$ cat config.mk
export PLATFORM = sky130hd
export DESIGN_NAME = usb_dfu_flash_sequencer_flat
export DESIGN_NICKNAME = d
export VERILOG_FILES = /design/src/rtl/usb_dfu_flash_sequencer_if.sv /design/src/rtl/usb_dfu_flash_sequencer.sv /design/src/flat_wrapper.sv
export SDC_FILE = /design/constraint.sdc
export NUM_CORES = 1
export LEC_CHECK = 0
export CAP_MARGIN = 20
export CORE_UTILIZATION = 44
export CTS_CLUSTER_SIZE = 20
export DETAILED_ROUTE_END_ITERATION = 10
export PLACE_DENSITY_LB_ADDON = 0.25
export SYNTH_ARGS = -nofsm -noshare
export SYNTH_HDL_FRONTEND = slang
export SYNTH_SLANG_ARGS = --single-unit
$ cat constraint.sdc
create_clock -name clk -period 2.4 [get_ports clk]
set_input_delay 0.6 -clock clk [delete_from_list [all_inputs] [get_ports clk]]
set_output_delay 0.6 -clock clk [all_outputs]
set_load 0.01 [all_outputs]
$ cat src/rtl/usb_dfu_flash_sequencer_if.sv
// Control and byte-stream interface between the DFU flash sequencer (master)
// and the SPI flash bridge (slave).
interface usb_dfu_flash_sequencer_if;
    logic [15:0] flash_address;
    logic        flash_rd_request;
    logic        flash_rd_data_free;
    logic        flash_rd_data_put;
    logic [7:0]  flash_rd_data;
    logic        flash_wr_request;
    logic        flash_wr_busy;
    logic        flash_wr_data_avail;
    logic        flash_wr_data_get;
    logic [7:0]  flash_wr_data;

    modport master (
        output flash_address, flash_rd_request, flash_rd_data_free,
               flash_wr_request, flash_wr_data_avail, flash_wr_data,
        input  flash_rd_data_put, flash_rd_data, flash_wr_busy, flash_wr_data_get
    );

    modport slave (
        input  flash_address, flash_rd_request, flash_rd_data_free,
               flash_wr_request, flash_wr_data_avail, flash_wr_data,
        output flash_rd_data_put, flash_rd_data, flash_wr_busy, flash_wr_data_get
    );
endinterface

$ cat src/rtl/usb_dfu_flash_sequencer.sv
// Turns one DFU DNLOAD/UPLOAD block request into a single page program or streaming
// read on the SPI flash bridge, with partition range/length checks and completion status.
module usb_dfu_flash_sequencer #(
    parameter int unsigned PAGE_SIZE      = 256,
    parameter logic [15:0] PAGE_BASE      = 16'h0280,
    parameter logic [15:0] PAGE_LIMIT     = 16'h1000,
    parameter logic [23:0] TIMEOUT_CYCLES = 24'd12000000
) (
    input  logic        clk,
    input  logic        reset,
    input  logic        dfu_dnload_start,
    input  logic        dfu_upload_start,
    input  logic [15:0] dfu_block,
    input  logic [15:0] dfu_length,
    output logic        dfu_busy,
    output logic        dfu_done,
    output logic [1:0]  dfu_status,
    input  logic        out_data_avail,
    output logic        out_data_get,
    input  logic [7:0]  out_data,
    input  logic        in_data_free,
    output logic        in_data_put,
    output logic [7:0]  in_data,
    usb_dfu_flash_sequencer_if.master flash
);
    localparam logic [16:0] PAGE_SIZE_W    = 17'(PAGE_SIZE);
    localparam logic [1:0]  STATUS_OK      = 2'd0;
    localparam logic [1:0]  STATUS_ADDR    = 2'd1;
    localparam logic [1:0]  STATUS_LEN     = 2'd2;
    localparam logic [1:0]  STATUS_TIMEOUT = 2'd3;

    typedef enum logic [2:0] {
        ST_IDLE      = 3'd0,
        ST_DN_STREAM = 3'd1,
        ST_DN_WAIT   = 3'd2,
        ST_UP_STREAM = 3'd3,
        ST_DONE      = 3'd4
    } state_t;

    state_t      state_r;
    state_t      state_s;
    logic [15:0] remaining_r;
    logic [15:0] address_r;
    logic [23:0] timer_r;
    logic        seen_busy_r;
    logic [1:0]  status_r;
    logic [7:0]  wr_data_r;

    logic [16:0] page_sum_s;
    logic        addr_err_s;
    logic        len_err_s;
    logic        start_s;
    logic        rem_nz_s;
    logic        wr_get_s;
    logic        rd_put_s;
    logic        wait_ok_s;
    logic        timeout_s;
    logic [1:0]  start_status_s;

    // The 17th sum bit catches a block number that wraps the 16-bit page space.
    assign page_sum_s = {1'b0, PAGE_BASE} + {1'b0, dfu_block};
    assign addr_err_s = page_sum_s[16] || (page_sum_s[15:0] >= PAGE_LIMIT);
    assign len_err_s  = dfu_dnload_start && ({1'b0, dfu_length} > PAGE_SIZE_W);
    assign start_s    = dfu_dnload_start || dfu_upload_start;
    assign rem_nz_s   = (remaining_r != 16'd0);
    assign wr_get_s   = (state_r == ST_DN_STREAM) && rem_nz_s && flash.flash_wr_data_get;
    assign rd_put_s   = (state_r == ST_UP_STREAM) && rem_nz_s && flash.flash_rd_data_put;
    assign wait_ok_s  = seen_busy_r && !flash.flash_wr_busy;
    assign timeout_s  = (timer_r >= TIMEOUT_CYCLES);

    assign dfu_busy            = (state_r != ST_IDLE) || flash.flash_wr_busy;
    assign dfu_status          = status_r;
    assign flash.flash_address = address_r;
    assign flash.flash_wr_data = wr_data_r;

    // Status recorded when a request is accepted: address error outranks length error.
    always_comb begin
        start_status_s = STATUS_OK;
        if (addr_err_s) begin
            start_status_s = STATUS_ADDR;
        end else if (len_err_s) begin
            start_status_s = STATUS_LEN;
        end else begin
            start_status_s = STATUS_OK;
        end
    end

    // FSM state register.
    always_ff @(posedge clk) begin
        if (reset) begin
            state_r <= ST_IDLE;
        end else begin
            state_r <= state_s;
        end
    end

    // FSM next-state logic; download wins when both start pulses coincide.
    always_comb begin
        state_s = state_r;
        case (state_r)
            ST_IDLE: begin
                if (!start_s) begin
                    state_s = ST_IDLE;
                end else if (addr_err_s || len_err_s || (dfu_length == 16'd0)) begin
                    state_s = ST_DONE;
                end else if (dfu_dnload_start) begin
                    state_s = ST_DN_STREAM;
                end else begin
                    state_s = ST_UP_STREAM;
                end
            end
            ST_DN_STREAM: begin
                if (rem_nz_s) state_s = ST_DN_STREAM;
                else          state_s = ST_DN_WAIT;
            end
            ST_DN_WAIT: begin
                if (wait_ok_s || timeout_s) state_s = ST_DONE;
                else                        state_s = ST_DN_WAIT;
            end
            ST_UP_STREAM: begin
                if (rem_nz_s) state_s = ST_UP_STREAM;
                else          state_s = ST_DONE;
            end
            ST_DONE: state_s = ST_IDLE;
            default: state_s = ST_IDLE;
        endcase
    end

    // FSM outputs: endpoint and bridge strobes decoded from state and byte count.
    always_comb begin
        dfu_done                  = 1'b0;
        out_data_get              = 1'b0;
        in_data_put               = 1'b0;
        in_data                   = 8'd0;
        flash.flash_rd_request    = 1'b0;
        flash.flash_rd_data_free  = 1'b0;
        flash.flash_wr_request    = 1'b0;
        flash.flash_wr_data_avail = 1'b0;
        case (state_r)
            ST_DN_STREAM: begin
                flash.flash_wr_request    = rem_nz_s;
                flash.flash_wr_data_avail = out_data_avail && rem_nz_s;
                out_data_get              = wr_get_s;
            end
            ST_UP_STREAM: begin
                flash.flash_rd_request   = rem_nz_s;
                flash.flash_rd_data_free = in_data_free && rem_nz_s;
                in_data_put              = rd_put_s;
                if (rd_put_s) in_data = flash.flash_rd_data;
                else          in_data = 8'd0;
            end
            ST_DONE: dfu_done = 1'b1;
            default: dfu_done = 1'b0;
        endcase
    end

    // Byte counter, program timer and bridge-busy observation.
    always_ff @(posedge clk) begin
        if (reset) begin
            remaining_r <= 16'd0;
            timer_r     <= 24'd0;
            seen_busy_r <= 1'b0;
        end else begin
            case (state_r)
                ST_IDLE: begin
                    if (start_s) begin
                        remaining_r <= dfu_length;
                        timer_r     <= 24'd0;
                        seen_busy_r <= 1'b0;
                    end
                end
                ST_DN_STREAM, ST_DN_WAIT: begin
                    if (!timeout_s) timer_r <= timer_r + 24'd1;
                    seen_busy_r <= seen_busy_r | flash.flash_wr_busy;
                    if (wr_get_s) remaining_r <= remaining_r - 16'd1;
                end
                ST_UP_STREAM: begin
                    if (rd_put_s) remaining_r <= remaining_r - 16'd1;
                end
                default: remaining_r <= remaining_r;
            endcase
        end
    end

    // Page address and completion status, both held until the next accepted start.
    always_ff @(posedge clk) begin
        if (reset) begin
            address_r <= 16'd0;
            status_r  <= STATUS_OK;
        end else begin
            case (state_r)
                ST_IDLE: begin
                    if (start_s) begin
                        address_r <= page_sum_s[15:0];
                        status_r  <= start_status_s;
                    end
                end
                ST_DN_WAIT: begin
                    if (wait_ok_s)      status_r <= STATUS_OK;
                    else if (timeout_s) status_r <= STATUS_TIMEOUT;
                end
                default: status_r <= status_r;
            endcase
        end
    end

    // Write byte is captured on the get so it is stable while the bridge caches it.
    always_ff @(posedge clk) begin
        if (reset) begin
            wr_data_r <= 8'd0;
        end else if (wr_get_s) begin
            wr_data_r <= out_data;
        end
    end
endmodule
$ cat src/flat_wrapper.sv
// flat-port wrapper written by rule: the top's interface ports become plain ports
module usb_dfu_flash_sequencer_flat 
#(
    parameter int unsigned PAGE_SIZE      = 256,
    parameter logic [15:0] PAGE_BASE      = 16'h0280,
    parameter logic [15:0] PAGE_LIMIT     = 16'h1000,
    parameter logic [23:0] TIMEOUT_CYCLES = 24'd12000000
)
  (clk, reset, dfu_dnload_start, dfu_upload_start, dfu_block, dfu_length, dfu_busy, dfu_done, dfu_status, out_data_avail, out_data_get, out_data, in_data_free, in_data_put, in_data, flash_flash_address, flash_flash_rd_request, flash_flash_rd_data_free, flash_flash_wr_request, flash_flash_wr_data_avail, flash_flash_wr_data, flash_flash_rd_data_put, flash_flash_rd_data, flash_flash_wr_busy, flash_flash_wr_data_get);
  usb_dfu_flash_sequencer_if flash_i ();
  input  logic clk;
  input  logic reset;
  input  logic dfu_dnload_start;
  input  logic dfu_upload_start;
  input  logic [15:0] dfu_block;
  input  logic [15:0] dfu_length;
  output logic dfu_busy;
  output logic dfu_done;
  output logic [1:0] dfu_status;
  input  logic out_data_avail;
  output logic out_data_get;
  input  logic [7:0] out_data;
  input  logic in_data_free;
  output logic in_data_put;
  output logic [7:0] in_data;
  output wire logic [$bits(flash_i.flash_address)-1:0] flash_flash_address;
  output wire logic [$bits(flash_i.flash_rd_request)-1:0] flash_flash_rd_request;
  output wire logic [$bits(flash_i.flash_rd_data_free)-1:0] flash_flash_rd_data_free;
  output wire logic [$bits(flash_i.flash_wr_request)-1:0] flash_flash_wr_request;
  output wire logic [$bits(flash_i.flash_wr_data_avail)-1:0] flash_flash_wr_data_avail;
  output wire logic [$bits(flash_i.flash_wr_data)-1:0] flash_flash_wr_data;
  input wire logic [$bits(flash_i.flash_rd_data_put)-1:0] flash_flash_rd_data_put;
  input wire logic [$bits(flash_i.flash_rd_data)-1:0] flash_flash_rd_data;
  input wire logic [$bits(flash_i.flash_wr_busy)-1:0] flash_flash_wr_busy;
  input wire logic [$bits(flash_i.flash_wr_data_get)-1:0] flash_flash_wr_data_get;
  assign flash_flash_address = flash_i.flash_address;
  assign flash_flash_rd_request = flash_i.flash_rd_request;
  assign flash_flash_rd_data_free = flash_i.flash_rd_data_free;
  assign flash_flash_wr_request = flash_i.flash_wr_request;
  assign flash_flash_wr_data_avail = flash_i.flash_wr_data_avail;
  assign flash_flash_wr_data = flash_i.flash_wr_data;
  assign flash_i.flash_rd_data_put = flash_flash_rd_data_put;
  assign flash_i.flash_rd_data = flash_flash_rd_data;
  assign flash_i.flash_wr_busy = flash_flash_wr_busy;
  assign flash_i.flash_wr_data_get = flash_flash_wr_data_get;
  usb_dfu_flash_sequencer #(.PAGE_SIZE(PAGE_SIZE), .PAGE_BASE(PAGE_BASE), .PAGE_LIMIT(PAGE_LIMIT), .TIMEOUT_CYCLES(TIMEOUT_CYCLES)) u_core (.clk(clk), .reset(reset), .dfu_dnload_start(dfu_dnload_start), .dfu_upload_start(dfu_upload_start), .dfu_block(dfu_block), .dfu_length(dfu_length), .dfu_busy(dfu_busy), .dfu_done(dfu_done), .dfu_status(dfu_status), .out_data_avail(out_data_avail), .out_data_get(out_data_get), .out_data(out_data), .in_data_free(in_data_free), .in_data_put(in_data_put), .in_data(in_data), .flash(flash_i));
endmodule
==> results of run 1 <==
-- logic make-up after synthesis --
group / after synthesis / synth area share
AOI/OAI and AO/OA: 122 / 0.212
xor gates and xnor gates: 21 / 0.0487
adders and majority gates: 4 / 0.0132
buffers and inverters: 36 / 0.0460
DFF: 70 / 0.371
muxes: 11 / 0.0291
and+or+nand+nor: 220 / 0.280
-- worst max-delay path: stages (launching register included) --
cell and delay [ns]:
dfxtp_2 0.34, inv_2 0.05, ha_4 0.15, nor3b_4 0.15
nand4_2 0.13, o21ai_4 0.08, buf_6 0.13, or4b_4 0.52
inv_2 0.08, buf_6 0.09
-- layout make-up --
class                      instances  area (µm²)
clock buffer                      10         138
clock inverter                     6        36.3
fill                             676        2560
inverter                          10        37.5
multi-input combinational        379        2320
sequential                        70        1410
tap                              105         131
timing repair buffer             181        1640
-- layout by cell type, fill, tap and decap left out, types with 10 or more instances in the layout --
cell | synthesis | layout
a211oi_1 | 10 | 10
a21oi_1 | 47 | 47
buf_4 | 2 | 79
buf_6 | 3 | 13
clkbuf_8 | 0 | 10
clkdlybuf4s50_1 | 0 | 80
dfxtp_1 | 70 | 67
mux2i_1 | 11 | 11
nand2_1 | 70 | 70
nand3_1 | 14 | 14
nor2_1 | 65 | 63
nor3_1 | 13 | 12
o21ai_0 | 22 | 22
xnor2_1 | 13 | 13
-- worst max path at each step --
stage,to,start,depth (start not counted)
6_report,out_data_get,u_core.remaining_r[0],9
4_1_cts,out_data_get,u_core.remaining_r[0],9
2_1_floorplan,in_data[0],u_core.remaining_r[1],9
3_5_place_dp,out_data_get,flash_flash_wr_data_get,4
5_1_grt,out_data_get,u_core.remaining_r[0],9
3_3_place_gp,out_data_get,flash_flash_wr_data_get,4
-- flip-flops by register name (all words and copies together), names as in the netlist --
name	cells
u_core.dfu_status	2
u_core.timer_r	24
u_core.seen_busy_r	1
u_core.flash.flash_address	16
u_core.flash.flash_wr_data	8
u_core.state_r	3
u_core.remaining_r	16
-- power groups by stage --
stage | registers, W | clock network, W | logic (W)
final | 0.00127 | 0.000878 | 0.000780
after global routing | 0.00127 | 0.000938 | 0.000849
after CTS | 0.00127 | 0.000888 | 0.000771
after detailed placement | 0.00129 | 0 | 0.000756
after global placement | 0.00129 | 0 | 0.000742
after floorplan | 0.00131 | 0 | 0.000326
-- stage by stage --
stage	util	area (µm²)	worst slack, ns	hold slack [ns]
after global routing	0.690	5700	-0.321	0.477
after global placement	0.653	5390	-0.429	0.441
after floorplan	-	3810	0.00429	0.438
final	0.690	5700	-0.254	0.462
after CTS	0.684	5650	-0.255	0.463
after detailed placement	0.653	5390	-0.427	0.452
-- repair_timing --
item	CTS	global route
hold buffers	0	0
gates cloned	1	0
gates resized for setup	83	8
pin swaps	9	8
endpoints found under the setup margin	18	20
buffers inserted	3	2
-- layer usage --
metal	vias to the layer above	share of wire	routed length (µm)	track usage
li1	2052	-	-	-
met1	1916	0.44	4750	0.302
met2	143	0.47	5030	0.401
met3	19	0.074	804	0.0700
met4	0	0.019	204	0.104
met5	-	0	0	0
==> results.toml, run 1 <==
[global_route]
track_usage = 0.246
grt_max_degree = 42
overflow = 0
grt_pass1_vias = 3912
grt_pass1_wl_um = 17300
antenna_found_initial = 0

[detailed_routing]
wl_per_cell_um = 14.2
dr_total_vias = 4130
vias_per_cell = 5.43
detail-route-antenna-nets = 0
wl_um = 10800
drc = 0
drt_first_pass_iters = 4
drt-initial-drc-count = 216

[clock_tree]
cts_tree = "built"
clk_path_buf_depth = 2
path_clk_slew_ns = 0.08
cts_buffers = 9
clockRootBuffer = "clkbuf_8"
clock_latency_ns = 0.35
cts_sinks = 70
htreeDepth = 3

[power_and_ir_drop]
p_seq_frac = 0.433
total_power_w = 0.00292
p_leak_nw = 2.32
power.switching_w = 0.000888
p_int_w = 0.00204
comb_power_share = 0.267
p_clk_frac = 0.300
switching_share = 0.304
p_per_area_nw_per_um2 = 513
ir_drop_v = 0.000365

[sta]
worstMarginPinSlew_ns = 0.684
setup_tns_ns = -1.48
hold_viol_final = 0
rsz0062_at_grt = "true"
skew_ns = 0.00676
slew_viol_final = 0
setup_viol = 13
fmax_mhz = 377
worst_slack_ns = -0.254
post-route-min-period_ns = 2.65
min_period_over_period = 1.11
slew_headroom = 0.543

[hold_path]
whs_path_depth = 2
hold_start = "u_core.flash.flash_address[1]"
hp-class = "flop to flop"
holdPathEnd = "u_core.flash.flash_address[1]"

[job]
drv_cap = 0

[synth]
synth_area_um2 = 3780
synth_commonest_cells = "dfxtp_1, nand2_1, nor2_1, a21oi_1, o21ai_0"
syn_area_per_cell_um2 = 7.80
synthTopCellsByArea = "dfxtp_1, nand2_1, nor2_1"
synth_ff_type = "dfxtp_1"
synth_top_cell_by_area = "dfxtp_1"
synth_edf_count = 0
async_flop_share = 0
ys_types = 62
postSynthRegisterBits = 70
syn_inst = 484
ys.warnings.count = 0
yosysSeqAreaShare = 0.371
synth_top_area_frac = 0.371
synth_nets = 545

[setup_path]
required_ns = 1.80
arrival_ns = 2.05
critPathKind = "flop to output port"
reg2reg_depth = 11
end_kind = "output port"
r2r-start = "u_core.remaining_r[0]"
worstPathMaxFanout = 3
cp-start-kind = "flop"
rrSetupSlack_ns = 0.17
timing.rr.end = "u_core.remaining_r[3]"

[finish]
nets = 712
final_layout_size_suffix_gt1_frac = 0.238
num_antenna_cells = 0
final_cells = 761
syn2layout_area_growth_pct = 50.9

[placed_design]
placed_cells = 739
gp_congestion = 0.849
numPortBuffers = 98
dpl.hpwl_um = 7770

[floorplanning]
die_w_um = 94.7
dieArea_um2 = 8960
fp.coreArea_um2 = 8260
die_h_um = 94.7
rows = 33
ios = 99
start_util = 0.457

[outcome]
violations = "setup timing"
status = "finished with violations"
No activity file was read; power rests on OpenSTA's default activity.
==> inputs of run 2 (changes only) <==
--- a/config.mk
+++ b/config.mk
@@ -7,7 +7,6 @@
 export LEC_CHECK = 0
 export CAP_MARGIN = 20
 export CORE_UTILIZATION = 44
-export CTS_CLUSTER_SIZE = 20
 export DETAILED_ROUTE_END_ITERATION = 10
 export PLACE_DENSITY_LB_ADDON = 0.25
 export SYNTH_ARGS = -nofsm -noshare
==> results of run 2 <==
The final DEF is identical to that of run 1; final timing and power are the same.
